**src/rtl/alu_pkg.sv**
```systemverilog
// Encodings shared by the ALU and its multi-precision sequencer:
// flag bit positions, FuncOp codes and the sequencer FSM states.
package alu_pkg;

    localparam int FLAG_C = 0;
    localparam int FLAG_V = 1;
    localparam int FLAG_N = 2;
    localparam int FLAG_Z = 3;

    localparam logic [3:0] OP_ADD = 4'h1;
    localparam logic [3:0] OP_SUB = 4'h2;

    typedef enum logic [2:0] {
        ST_IDLE   = 3'd0,
        ST_FETCH  = 3'd1,
        ST_EXEC   = 3'd2,
        ST_EMIT   = 3'd3,
        ST_FINISH = 3'd4
    } seq_state_t;

    // Flag vector carrying only a carry/borrow bit, as fed to the ALU IFlags.
    function automatic logic [3:0] carry_flags(input logic carry);
        logic [3:0] flags;
        flags         = '0;
        flags[FLAG_C] = carry;
        return flags;
    endfunction

endpackage

```
**src/rtl/alu_seq_watchdog.sv**
```systemverilog
// Stall watchdog for alu_sequencer; only built when ALU_SEQ_TIMEOUT_EN is defined.
// expired rises combinationally on the stall cycle that completes TimeoutCycles stalls.
`ifdef ALU_SEQ_TIMEOUT_EN
module alu_seq_watchdog #(
    parameter int TimeoutCycles = 255
) (
    input  logic Clock,
    input  logic Reset,
    input  logic stall,
    output logic expired
);

    localparam int CW = $clog2(TimeoutCycles + 1);

    logic [CW-1:0] count;

    assign expired = stall && (count == CW'(TimeoutCycles - 1));

    always_ff @(posedge Clock) begin
        if (Reset) begin
            count <= '0;
        end else if (stall && !expired) begin
            count <= count + 1'b1;
        end else begin
            count <= '0;
        end
    end

endmodule
`endif

```
**src/rtl/alu_sequencer.sv**
```systemverilog
// Multi-precision add/subtract controller that chains an N-word operation through the ALU.
// Optional stall timeout with abort: define ALU_SEQ_TIMEOUT_EN.
module alu_sequencer
    import alu_pkg::*;
#(
    parameter int BitWidth      = 8,
    parameter int CntWidth      = 2,
    parameter int TimeoutCycles = 255
) (
    input  logic                Clock,
    input  logic                Reset,
    input  logic                Start,
    input  logic                Sub,
    input  logic [CntWidth-1:0] Words,
    input  logic                CarryIn,
    output logic                Busy,
    input  logic                InValid,
    output logic                InReady,
    input  logic [BitWidth-1:0] InA,
    input  logic [BitWidth-1:0] InB,
    output logic                OutValid,
    input  logic                OutReady,
    output logic [BitWidth-1:0] OutY,
    output logic                OutLast,
    output logic                Done,
    output logic                Abort,
    output logic [3:0]          FlagsOut,
    output logic [BitWidth-1:0] AluA,
    output logic [BitWidth-1:0] AluB,
    output logic [3:0]          AluFuncOp,
    output logic [3:0]          AluIFlags,
    output logic                AluOE,
    input  logic [BitWidth-1:0] AluY,
    input  logic [3:0]          AluOFlags
);

    if (TimeoutCycles < 1) begin : g_bad_timeout
        $error("alu_sequencer: TimeoutCycles must be at least 1");
    end

    seq_state_t          state, state_next;
    logic                sub_q;
    logic [CntWidth-1:0] words_q;
    logic [CntWidth-1:0] cnt_q;
    logic                carry_q;
    logic                zacc_q;
    logic                c_q, v_q, n_q;
    logic [3:0]          final_flags;
    logic                fetch_hs, emit_hs, last_word, expired;

    assign fetch_hs  = (state == ST_FETCH) && InValid;
    assign emit_hs   = (state == ST_EMIT) && OutReady;
    assign last_word = (cnt_q == words_q);

`ifdef ALU_SEQ_TIMEOUT_EN
    logic stall;
    logic abort_q;

    assign stall = ((state == ST_FETCH) && !InValid) || ((state == ST_EMIT) && !OutReady);
    assign Abort = (state == ST_FINISH) && abort_q;

    alu_seq_watchdog #(
        .TimeoutCycles(TimeoutCycles)
    ) u_watchdog (
        .Clock  (Clock),
        .Reset  (Reset),
        .stall  (stall),
        .expired(expired)
    );
`else
    assign expired = 1'b0;
    assign Abort   = 1'b0;
`endif

    // NOTE: sequential state uses non-blocking (<=) so every register samples pre-edge values.
    always_ff @(posedge Clock) begin
        if (Reset) begin
            state <= ST_IDLE;
        end else begin
            state <= state_next;
        end
    end

    // NOTE: every combinational output gets a default first, so no path can infer a latch.
    always_comb begin
        state_next = state;
        case (state)
            ST_IDLE:   if (Start) state_next = ST_FETCH;
            ST_FETCH: begin
                if (fetch_hs)     state_next = ST_EXEC;
                else if (expired) state_next = ST_FINISH;
            end
            ST_EXEC:   state_next = ST_EMIT;
            ST_EMIT: begin
                if (emit_hs)      state_next = last_word ? ST_FINISH : ST_FETCH;
                else if (expired) state_next = ST_FINISH;
            end
            ST_FINISH: state_next = ST_IDLE;
            default:   state_next = ST_IDLE;
        endcase
    end

    always_comb begin
        Busy      = (state != ST_IDLE);
        InReady   = (state == ST_FETCH);
        OutValid  = (state == ST_EMIT);
        OutLast   = OutValid && last_word;
        Done      = (state == ST_FINISH);
        AluOE     = (state == ST_EXEC);
        AluFuncOp = '0;
        AluIFlags = '0;
        if (AluOE) begin
            AluFuncOp = sub_q ? OP_SUB : OP_ADD;
            AluIFlags = carry_flags(carry_q);
        end
    end

    always_comb begin
        final_flags         = '0;
        final_flags[FLAG_C] = c_q;
        final_flags[FLAG_V] = v_q;
        final_flags[FLAG_N] = n_q;
        final_flags[FLAG_Z] = zacc_q;
    end

    always_ff @(posedge Clock) begin
        if (Reset) begin
            sub_q    <= 1'b0;
            words_q  <= '0;
            cnt_q    <= '0;
            carry_q  <= 1'b0;
            zacc_q   <= 1'b1;
            c_q      <= 1'b0;
            v_q      <= 1'b0;
            n_q      <= 1'b0;
            AluA     <= '0;
            AluB     <= '0;
            OutY     <= '0;
            FlagsOut <= '0;
`ifdef ALU_SEQ_TIMEOUT_EN
            abort_q  <= 1'b0;
`endif
        end else begin
            case (state)
                ST_IDLE: begin
                    if (Start) begin
                        sub_q   <= Sub;
                        words_q <= Words;
                        carry_q <= CarryIn;
                        zacc_q  <= 1'b1;
                        cnt_q   <= '0;
`ifdef ALU_SEQ_TIMEOUT_EN
                        abort_q <= 1'b0;
`endif
                    end
                end
                ST_FETCH: begin
                    if (fetch_hs) begin
                        AluA <= InA;
                        AluB <= InB;
                    end
                end
                ST_EXEC: begin
                    // C/V/N are overwritten every word, so the last word's flags survive.
                    OutY    <= AluY;
                    carry_q <= AluOFlags[FLAG_C];
                    zacc_q  <= zacc_q & AluOFlags[FLAG_Z];
                    c_q     <= AluOFlags[FLAG_C];
                    v_q     <= AluOFlags[FLAG_V];
                    n_q     <= AluOFlags[FLAG_N];
                end
                ST_EMIT: begin
                    if (emit_hs) begin
                        if (last_word) FlagsOut <= final_flags;
                        else           cnt_q    <= cnt_q + 1'b1;
                    end
                end
                default: ;
            endcase
`ifdef ALU_SEQ_TIMEOUT_EN
            if (expired) begin
                FlagsOut <= '0;
                abort_q  <= 1'b1;
            end
`endif
        end
    end

endmodule

```
**config.mk**
```make
export PLATFORM = sky130hd
export DESIGN_NAME = alu_sequencer
export DESIGN_NICKNAME = d
export VERILOG_FILES = /design/src/rtl/alu_pkg.sv /design/src/rtl/alu_seq_watchdog.sv /design/src/rtl/alu_sequencer.sv
export SDC_FILE = /design/constraint.sdc
export NUM_CORES = 1
export LEC_CHECK = 0
export ABC_AREA = 1
export CORE_UTILIZATION = 43
export DETAILED_ROUTE_END_ITERATION = 6
export GPL_TIMING_DRIVEN = 0
export PLACE_DENSITY = 0.87
export SLEW_MARGIN = 10
export SYNTH_ARGS = -nofsm -noshare
export SYNTH_HDL_FRONTEND = slang
export SYNTH_SLANG_ARGS = --single-unit
```
**constraint.sdc**
```tcl
create_clock -name Clock -period 3.5 [get_ports Clock]
set_input_delay 0.7 -clock Clock [delete_from_list [all_inputs] [get_ports Clock]]
set_output_delay 0.7 -clock Clock [all_outputs]
set_load 0.01 [all_outputs]
```
==> results.yml, run 1 <==
outcome:
  outcome: "completed"
detailed_routing:
  wirelength_um: 4160
  post_drt_wl_per_cell_um: 11.6
  post-route-drc-count: 0
  routed_via_density: 4.63
  ant_nets: 0
  first_iter_violations: 72
  via_count: 1665
  firstDrtPassIters: 4
clock_tree:
  ctsHoldBuffers: 0
  clockBufferDepth: 2
  post_cts_resize_count: 0
  cts-root-buf: "clkbuf_8"
  cts_tree: "yes"
  clkTransAtPathRegs_ns: 0.07
  cts_made_buffers: 5
  cts.sinks: 41
  clk-insertion-delay-late_ns: 0.28
  h-tree-depth: 2
  post_cts_buffers: 0
critical_path:
  endpoint_kind: "output pin"
  worstSetupPathType: "register to output pin"
  cp_slowest_cell: "clkdlybuf4s50_1"
  worstPathRequired_ns: 2.80
  critPathBufInv: 3
  crit_family: "buffers and inverters"
  crit_fanout: 10
  cp.arrival_ns: 2.14
  crit_path_max_incr_delay_ns: 0.55
  path_cells: "nor3_2 -> inv_2 -> clkbuf_1 -> nor2_1 -> clkdlybuf4s50_1"
  start_kind: "register"
layout:
  final_nets: 348
  drive_above_1_share_pct: 9.29
  final_common_cell: "clkdlybuf4s50_1"
  area_growth_pct: 56.4
  layout_common_cells: "73 x clkdlybuf4s50_1, 72 x nor2_1, 41 x dfxtp_1"
  n_antenna_cell: 0
logic_synthesis:
  synth_cell_types: 21
  netlist_area_um2: 1640
  synthAdderAreaFrac_pct: 0
  syn_avg_cell_area_um2: 7.26
  synth_top_family_by_area: "simple AND/OR/NAND/NOR gates"
  synth_top_cell_by_area: "dfxtp_1"
  synth-compound-area-share_pct: 13.2
  synth_seq_cells: 41
  synthTopCellsByArea: "dfxtp_1 50%, nor2_1 16%, o21ai_0 6.1%"
  synth_top_area_share_pct: 50.0
  muxShareOfSynthArea_pct: 0
  yosys.area_share.simple_pct: 27.3
  yosys_warnings: 0
  synthXorXnorAreaFrac_pct: 0
  synth-seq-area-share_pct: 50.0
  syn_inst: 226
pwr:
  p_total_mw: 1.52
  p_leak_nw: 1.08
  p_sw_mw: 0.474
  switching_share_pct: 31.3
  pwr-share-clk_pct: 25.3
  peakVddDrop_v: 0.000367
  pwr-share-comb_pct: 35.1
  internal-power_mw: 1.04
  power-per-cell-area_nw_per_um2: 590
  p_seq_share_pct: 39.6
floorplanning:
  io_pins: 80
  row_count: 22
  die-height_um: 63.8
  initial_utilization_pct: 44.8
  core_um2: 3660
  die_w_um: 63.8
  die_area_um2: 4070
timing:
  report.final.hold_viol_count: 0
  post-route-min-period_ns: 2.84
  timing.hold.ws_ns: 0.473
  drv_slew: 0
  max_freq_mhz: 352
  finalSetupViolCount: 0
  skew_ns: 0.00417
  min_period_over_period_pct: 81.1
  rsz0062_at_grt: "no"
  tns_ns: 0
place:
  portBuffers: 73
  dp_hpwl_um: 3060
  globalplace.congestion: 0.796
grt:
  grt_max_degree: 13
  grt_use_total_pct: 21.8
  overflow: 0
  grt_pass1_vias: 1519
  antenna_found_initial: 0
  grt_pass1_wl_um: 6930
run:
  cap_violations: 0
min_path:
  hold_path_class: "register to register"
## Yosys cell counts
library cell  number
buf_2              2
o21ai_1           15
o21ai_0           20
dfxtp_1           41
a31oi_1            1
nor3_1             1
nor3_2             1
a21oi_1            7
nor4_1             1
nand2_2            1
nor2_4             2
nand2_1           23
inv_1             12
nand3_1            5
nand3_2            1
nor2_1            72
inv_2              8
clkbuf_1           4
buf_4              7
conb_1             1
nand4_1            1
## per-layer routing
layer,GRT usage (%),wire length (um)
met5,0,0
met4,5.40,34
met3,6.61,267
met2,37.8,2040
met1,26.1,1820
## registers in the layout, summed over array words and instances (netlist names)
name	cells
FlagsOut	4
v_q	1
n_q	1
cnt_q	2
sub_q	1
carry_q	1
c_q	1
zacc_q	1
state	3
OutY	8
words_q	2
AluB	8
AluA	8
## per-stage QoR
| step | utilization [%] | std cells | setup slack (ns) | area (um^2) |
|---|---|---|---|---|
| detailed placement | 67.0 | 352 | 0.992 | 2450 |
| CTS | 70.1 | 360 | 0.665 | 2570 |
| finish | 70.1 | 360 | 0.660 | 2570 |
| global placement | 67.0 | 352 | 0.982 | 2450 |
| global route | 70.1 | 360 | 0.511 | 2570 |
| floorplan | - | 231 | 1.68 | 1660 |
## logic make-up after synthesis
family                 count (synthesis)
AND/OR/NAND/NOR                      108
AO/OA/AOI/OAI                         43
flip-flops                            41
buffers and inverters                 33
other                                  1
## power by group through the flow
stage	sequential [mW]	combinational [mW]	clock [mW]
finish	0.600	0.532	0.384
global route	0.611	0.581	0.418
CTS	0.601	0.531	0.392
detailed placement	0.611	0.522	0
global placement	0.608	0.513	0
floorplan	0.634	0.252	0
## worst paths after layout
path                                 start      endpoint  cells after the start  slack [ns]
worst max register to register    state[2]           n_q                      5        2.01
worst min register to register  words_q[0]    words_q[0]                      2        0.47
worst max-delay path              state[2]  AluFuncOp[1]                      5        0.66
worst min-delay path            words_q[0]    words_q[0]                      2        0.47
## final cells by class
| type | instances | area, um^2 |
|---|---|---|
| fillers | 292 | 1090 |
| clock inverters | 1 | 30.0 |
| plain buffers | 13 | 77.6 |
| inverters | 20 | 75.1 |
| multi-input cells | 157 | 687 |
| repair buffers | 73 | 731 |
| flip-flops and latches | 41 | 821 |
| clock buffers | 7 | 86.3 |
| well taps | 48 | 60.1 |
## worst min-delay path, cell delays in order (launching register included)
cell	delay, ns
dfxtp_1	0.31
inv_1	0.06
a21oi_1	0.05
Power figures use the tool's default switching activity.
==> run 2: changes to the inputs <==
CORE_UTILIZATION = 40   (was 43)
PLACE_DENSITY = 0.82   (was 0.87)
clock period = 2.8 ns   (was 3.5 ns; I/O delays follow)
==> results.yml, run 2 (same netlist as run 1, synthesis figures left out) <==
outcome:
  outcome: "completed"
layout:
  fin_cells: 358
  area_growth_pct: 54.7
  reg.largest.list: "AluA (8), AluB (8), OutY (8)"
  n_antenna_cell: 0
  drive_above_1_share_pct: 9.03
  final_nets: 347
  nFillCells: 352
  layout_common_cells: "73 x clkdlybuf4s50_1, 72 x nor2_1, 41 x dfxtp_1"
  final_common_cell: "clkdlybuf4s50_1"
timing:
  min_period_over_period_pct: 87.0
  skew_ns: 0.00255
  max_freq_mhz: 410
  post-route-min-period_ns: 2.44
  finalSetupViolCount: 0
  timing.hold.ws_ns: 0.476
  rsz0062_at_grt: "no"
  drv_slew: 0
  tns_ns: 0
  report.final.hold_viol_count: 0
floorplanning:
  row_count: 22
  initial_utilization_pct: 43.2
  die-height_um: 66.1
  io_pins: 80
  die_area_um2: 4360
  die_w_um: 66.1
  core_um2: 3800
detailed_routing:
  routed_via_density: 4.66
  via_count: 1670
  post_drt_wl_per_cell_um: 11.9
  first_iter_violations: 94
  post-route-drc-count: 0
  firstDrtPassIters: 4
  wirelength_um: 4260
  ant_nets: 0
grt:
  grt_use_total_pct: 22.5
  antenna_found_initial: 0
  grt_pass1_wl_um: 7290
  grt_pass1_vias: 1653
  overflow: 0
  grt_max_degree: 12
clock_tree:
  cts_made_buffers: 5
  clkTransAtPathRegs_ns: 0.07
  clk-insertion-delay-late_ns: 0.29
  post_cts_buffers: 0
  h-tree-depth: 2
  cts-root-buf: "clkbuf_8"
  clockBufferDepth: 2
  cts_tree: "yes"
  cts.sinks: 41
  ctsHoldBuffers: 0
min_path:
  hold_path_class: "register to register"
critical_path:
  cp.arrival_ns: 1.88
  crit_fanout: 17
  crit_family: "buffers and inverters"
  worstPathRequired_ns: 2.24
  cp_slowest_cell: "clkdlybuf4s50_1"
  worstSetupPathType: "register to output pin"
  path_cells: "nor3_4 -> inv_2 -> nor2_1 -> clkdlybuf4s50_1"
  endpoint_kind: "output pin"
  crit_path_max_incr_delay_ns: 0.56
  critPathBufInv: 2
  start_kind: "register"
pwr:
  peakVddDrop_v: 0.000431
  pwr-share-clk_pct: 21.6
  switching_share_pct: 32.9
  p_leak_nw: 1.06
  internal-power_mw: 1.21
  p_seq_share_pct: 42.0
  power-per-cell-area_nw_per_um2: 708
  p_sw_mw: 0.591
  pwr-share-comb_pct: 36.4
place:
  dp_cells: 352
  dp_hpwl_um: 3200
  portBuffers: 73
  globalplace.congestion: 0.835
run:
  cap_violations: 0
## run 2: power groups by stage
stage | Combinational [mW] | Sequential [mW] | Clock, mW
after floorplan | 0.316 | 0.792 | 0
after global placement | 0.644 | 0.759 | 0
after detailed placement | 0.655 | 0.766 | 0
after CTS | 0.659 | 0.754 | 0.400
after global routing | 0.738 | 0.770 | 0.431
final | 0.654 | 0.756 | 0.388
## run 2: worst paths after layout
kind                    from      endpoint  slack (ns)  cells past startpoint
setup / recovery    state[2]  AluFuncOp[0]        0.36                      4
hold / removal    words_q[0]    words_q[0]        0.48                      2
setup reg to reg    state[0]   FlagsOut[2]        1.30                      7
hold reg to reg   words_q[0]    words_q[0]        0.48                      2
## run 2: layout make-up
| type | instances | area [um^2] | area share, % |
|---|---|---|---|
| Sequential cell | 41 | 821 | 32.3 |
| Timing Repair Buffer | 73 | 731 | 28.8 |
| Multi-Input combinational cell | 157 | 693 | 27.3 |
| Clock buffer | 7 | 86.3 | 3.40 |
| Inverter | 20 | 75.1 | 2.96 |
| Buffer | 12 | 73.8 | 2.91 |
| Tap cell | 48 | 60.1 | 2.36 |
## run 2: metrics by stage
step	total power, mW	setup WS, ns	util, %	cell area, um^2
floorplan	1.11	1.12	-	1660
global placement	1.40	0.407	64.5	2450
detailed placement	1.42	0.398	64.5	2450
CTS	1.81	0.0630	66.8	2540
global route	1.94	0.197	66.9	2540
finish	1.80	0.363	66.9	2540
## run 2: what timing repair did
| action | CTS | global route |
|---|---|---|
| endpoints found under the setup margin | 0 | 3 |
| resized for setup | 0 | 1 |
| endpoints found under the hold margin | 0 | 0 |
## run 2: layer usage
metal / GRT usage (%) / vias up / wire length [um]
met5: 0 / - / 0
met4: 13.0 / 0 / 87
met3: 8.62 / 9 / 286
met2: 36.0 / 52 / 2050
met1: 25.5 / 739 / 1830
li1: - / 870 / -
## run 2: tightest hold or removal path, stage by stage, from the launching register on
cell	delay (ns)
dfxtp_1	0.31
inv_1	0.07
a21oi_1	0.06
==> run 3: changes to the inputs <==
CORE_ASPECT_RATIO = 1.1   (was default)
TNS_END_PERCENT = 30   (was default)
==> results.yml, run 3 (same netlist as run 1, synthesis figures left out) <==
clock_tree:
  post_cts_resize_count: 0
  cts_made_buffers: 5
  cts-root-buf: "clkbuf_8"
  clockBufferDepth: 2
  ctsHoldBuffers: 0
  cts.sinks: 41
  h-tree-depth: 2
  post_cts_buffers: 0
  clk-insertion-delay-late_ns: 0.29
  cts_tree: "yes"
  clkTransAtPathRegs_ns: 0.07
place:
  dp_cells: 356
  globalplace.congestion: 0.882
  portBuffers: 73
  dp_hpwl_um: 3140
detailed_routing:
  post_drt_wl_per_cell_um: 11.5
  first_iter_violations: 61
  ant_nets: 0
  post-route-drc-count: 0
  routed_via_density: 4.60
  wirelength_um: 4170
  firstDrtPassIters: 4
  via_count: 1671
floorplanning:
  die_area_um2: 4360
  io_pins: 80
  die_w_um: 63.1
  initial_utilization_pct: 41.7
  row_count: 24
  core_um2: 3930
  die-height_um: 69.2
critical_path:
  r2r-start: "state[0]"
  crit_fanout: 17
  worstSetupPathType: "register to output pin"
  worstReg2RegEnd: "FlagsOut[0]"
  r2r_slack_ns: 1.39
  path_cells: "inv_1 -> nor3_2 -> inv_2 -> nor2_1 -> clkdlybuf4s50_1"
  crit_path_max_incr_delay_ns: 0.54
  cp_slowest_cell: "clkdlybuf4s50_1"
  worstPathRequired_ns: 2.24
  cp.arrival_ns: 1.90
  endpoint_kind: "output pin"
  start_kind: "register"
  reg2reg_depth: 7
pwr:
  peakVddDrop_v: 0.000366
  switching_share_pct: 33.0
  p_sw_mw: 0.584
  p_seq_share_pct: 42.5
  power-per-cell-area_nw_per_um2: 699
  p_leak_nw: 1.06
  internal-power_mw: 1.19
  pwr-share-clk_pct: 20.6
  pwr-share-comb_pct: 36.9
grt:
  grt_max_degree: 12
  grt_use_total_pct: 20.6
  overflow: 0
  grt_pass1_vias: 1584
  antenna_found_initial: 0
  grt_pass1_wl_um: 7070
layout:
  nFillCells: 354
  utilization_pct: 64.4
  final_nets: 347
  n_antenna_cell: 0
  final_common_cell: "clkdlybuf4s50_1"
  area_growth_pct: 54.3
  reg.largest.list: "AluA (8), AluB (8), OutY (8)"
  fin_cells: 363
  drive_above_1_share_pct: 8.68
  layout_common_cells: "73 x clkdlybuf4s50_1, 72 x nor2_1, 41 x dfxtp_1"
min_path:
  min-delay-start: "c_q"
  hold_path_class: "register to register"
  min_path_cells: 2
  hold_path_end: "c_q"
timing:
  skew_ns: 0.00652
  report.final.hold_viol_count: 0
  post-route-min-period_ns: 2.46
  rsz0062_at_grt: "no"
  drv_slew: 0
  finalSetupViolCount: 0
  tns_ns: 0
  max_freq_mhz: 406
  min_period_over_period_pct: 88.0
run:
  cap_violations: 0
outcome:
  outcome: "completed"
==> run 3: changes by cell type in the layout (fill, tap and decap cells not counted), sizes merged <==
cell and change:
clkbuf +1
==> run 3: layout make-up <==
| type | count | area [um^2] | area share [%] |
|---|---|---|---|
| Multi-Input combinational cell | 157 | 687 | 27.1 |
| Buffer | 12 | 73.8 | 2.92 |
| Tap cell | 52 | 65.1 | 2.57 |
| Clock buffer | 8 | 80.1 | 3.16 |
| Inverter | 20 | 75.1 | 2.96 |
| Timing Repair Buffer | 73 | 731 | 28.9 |
| Sequential cell | 41 | 821 | 32.4 |
==> run 3: metrics by stage <==
step	cell area (um^2)	hold slack, ns	setup slack (ns)	power [mW]
detailed placement	2460	0.458	0.439	1.42
global placement	2460	0.454	0.455	1.40
global route	2530	0.478	0.143	1.90
floorplan	1660	0.435	1.12	1.11
finish	2530	0.463	0.337	1.77
CTS	2540	0.468	0.109	1.79
==> run 3: power groups by stage <==
stage | Clock (mW) | Combinational (mW) | Sequential, mW
6_report | 0.365 | 0.653 | 0.753
5_1_grt | 0.403 | 0.726 | 0.770
4_1_cts | 0.378 | 0.656 | 0.753
3_5_place_dp | 0 | 0.653 | 0.765
3_3_place_gp | 0 | 0.639 | 0.761
2_1_floorplan | 0 | 0.316 | 0.792
==> run 3: worst max path at each step <==
stage / to / startpoint
floorplan: AluFuncOp[0] / state[2]
global placement: AluFuncOp[0] / state[2]
detailed placement: AluIFlags[0] / state[1]
CTS: AluIFlags[0] / state[1]
global route: AluFuncOp[0] / state[1]
finish: AluFuncOp[1] / state[1]
==> run 3: layer usage <==
metal	vias up	track usage, %	wire (um)
li1	867	-	-
met4	0	10.3	109
met1	742	23.5	1750
met3	9	4.61	250
met5	-	0	0
met2	53	35.5	2050
==> run 3: worst max-delay path, delay by kind of cell, from the launching register on <==
family | cells | cell delay [ns]
flops | 1 | 0.38
simple gates | 2 | 0.39
buf+inv | 3 | 0.85
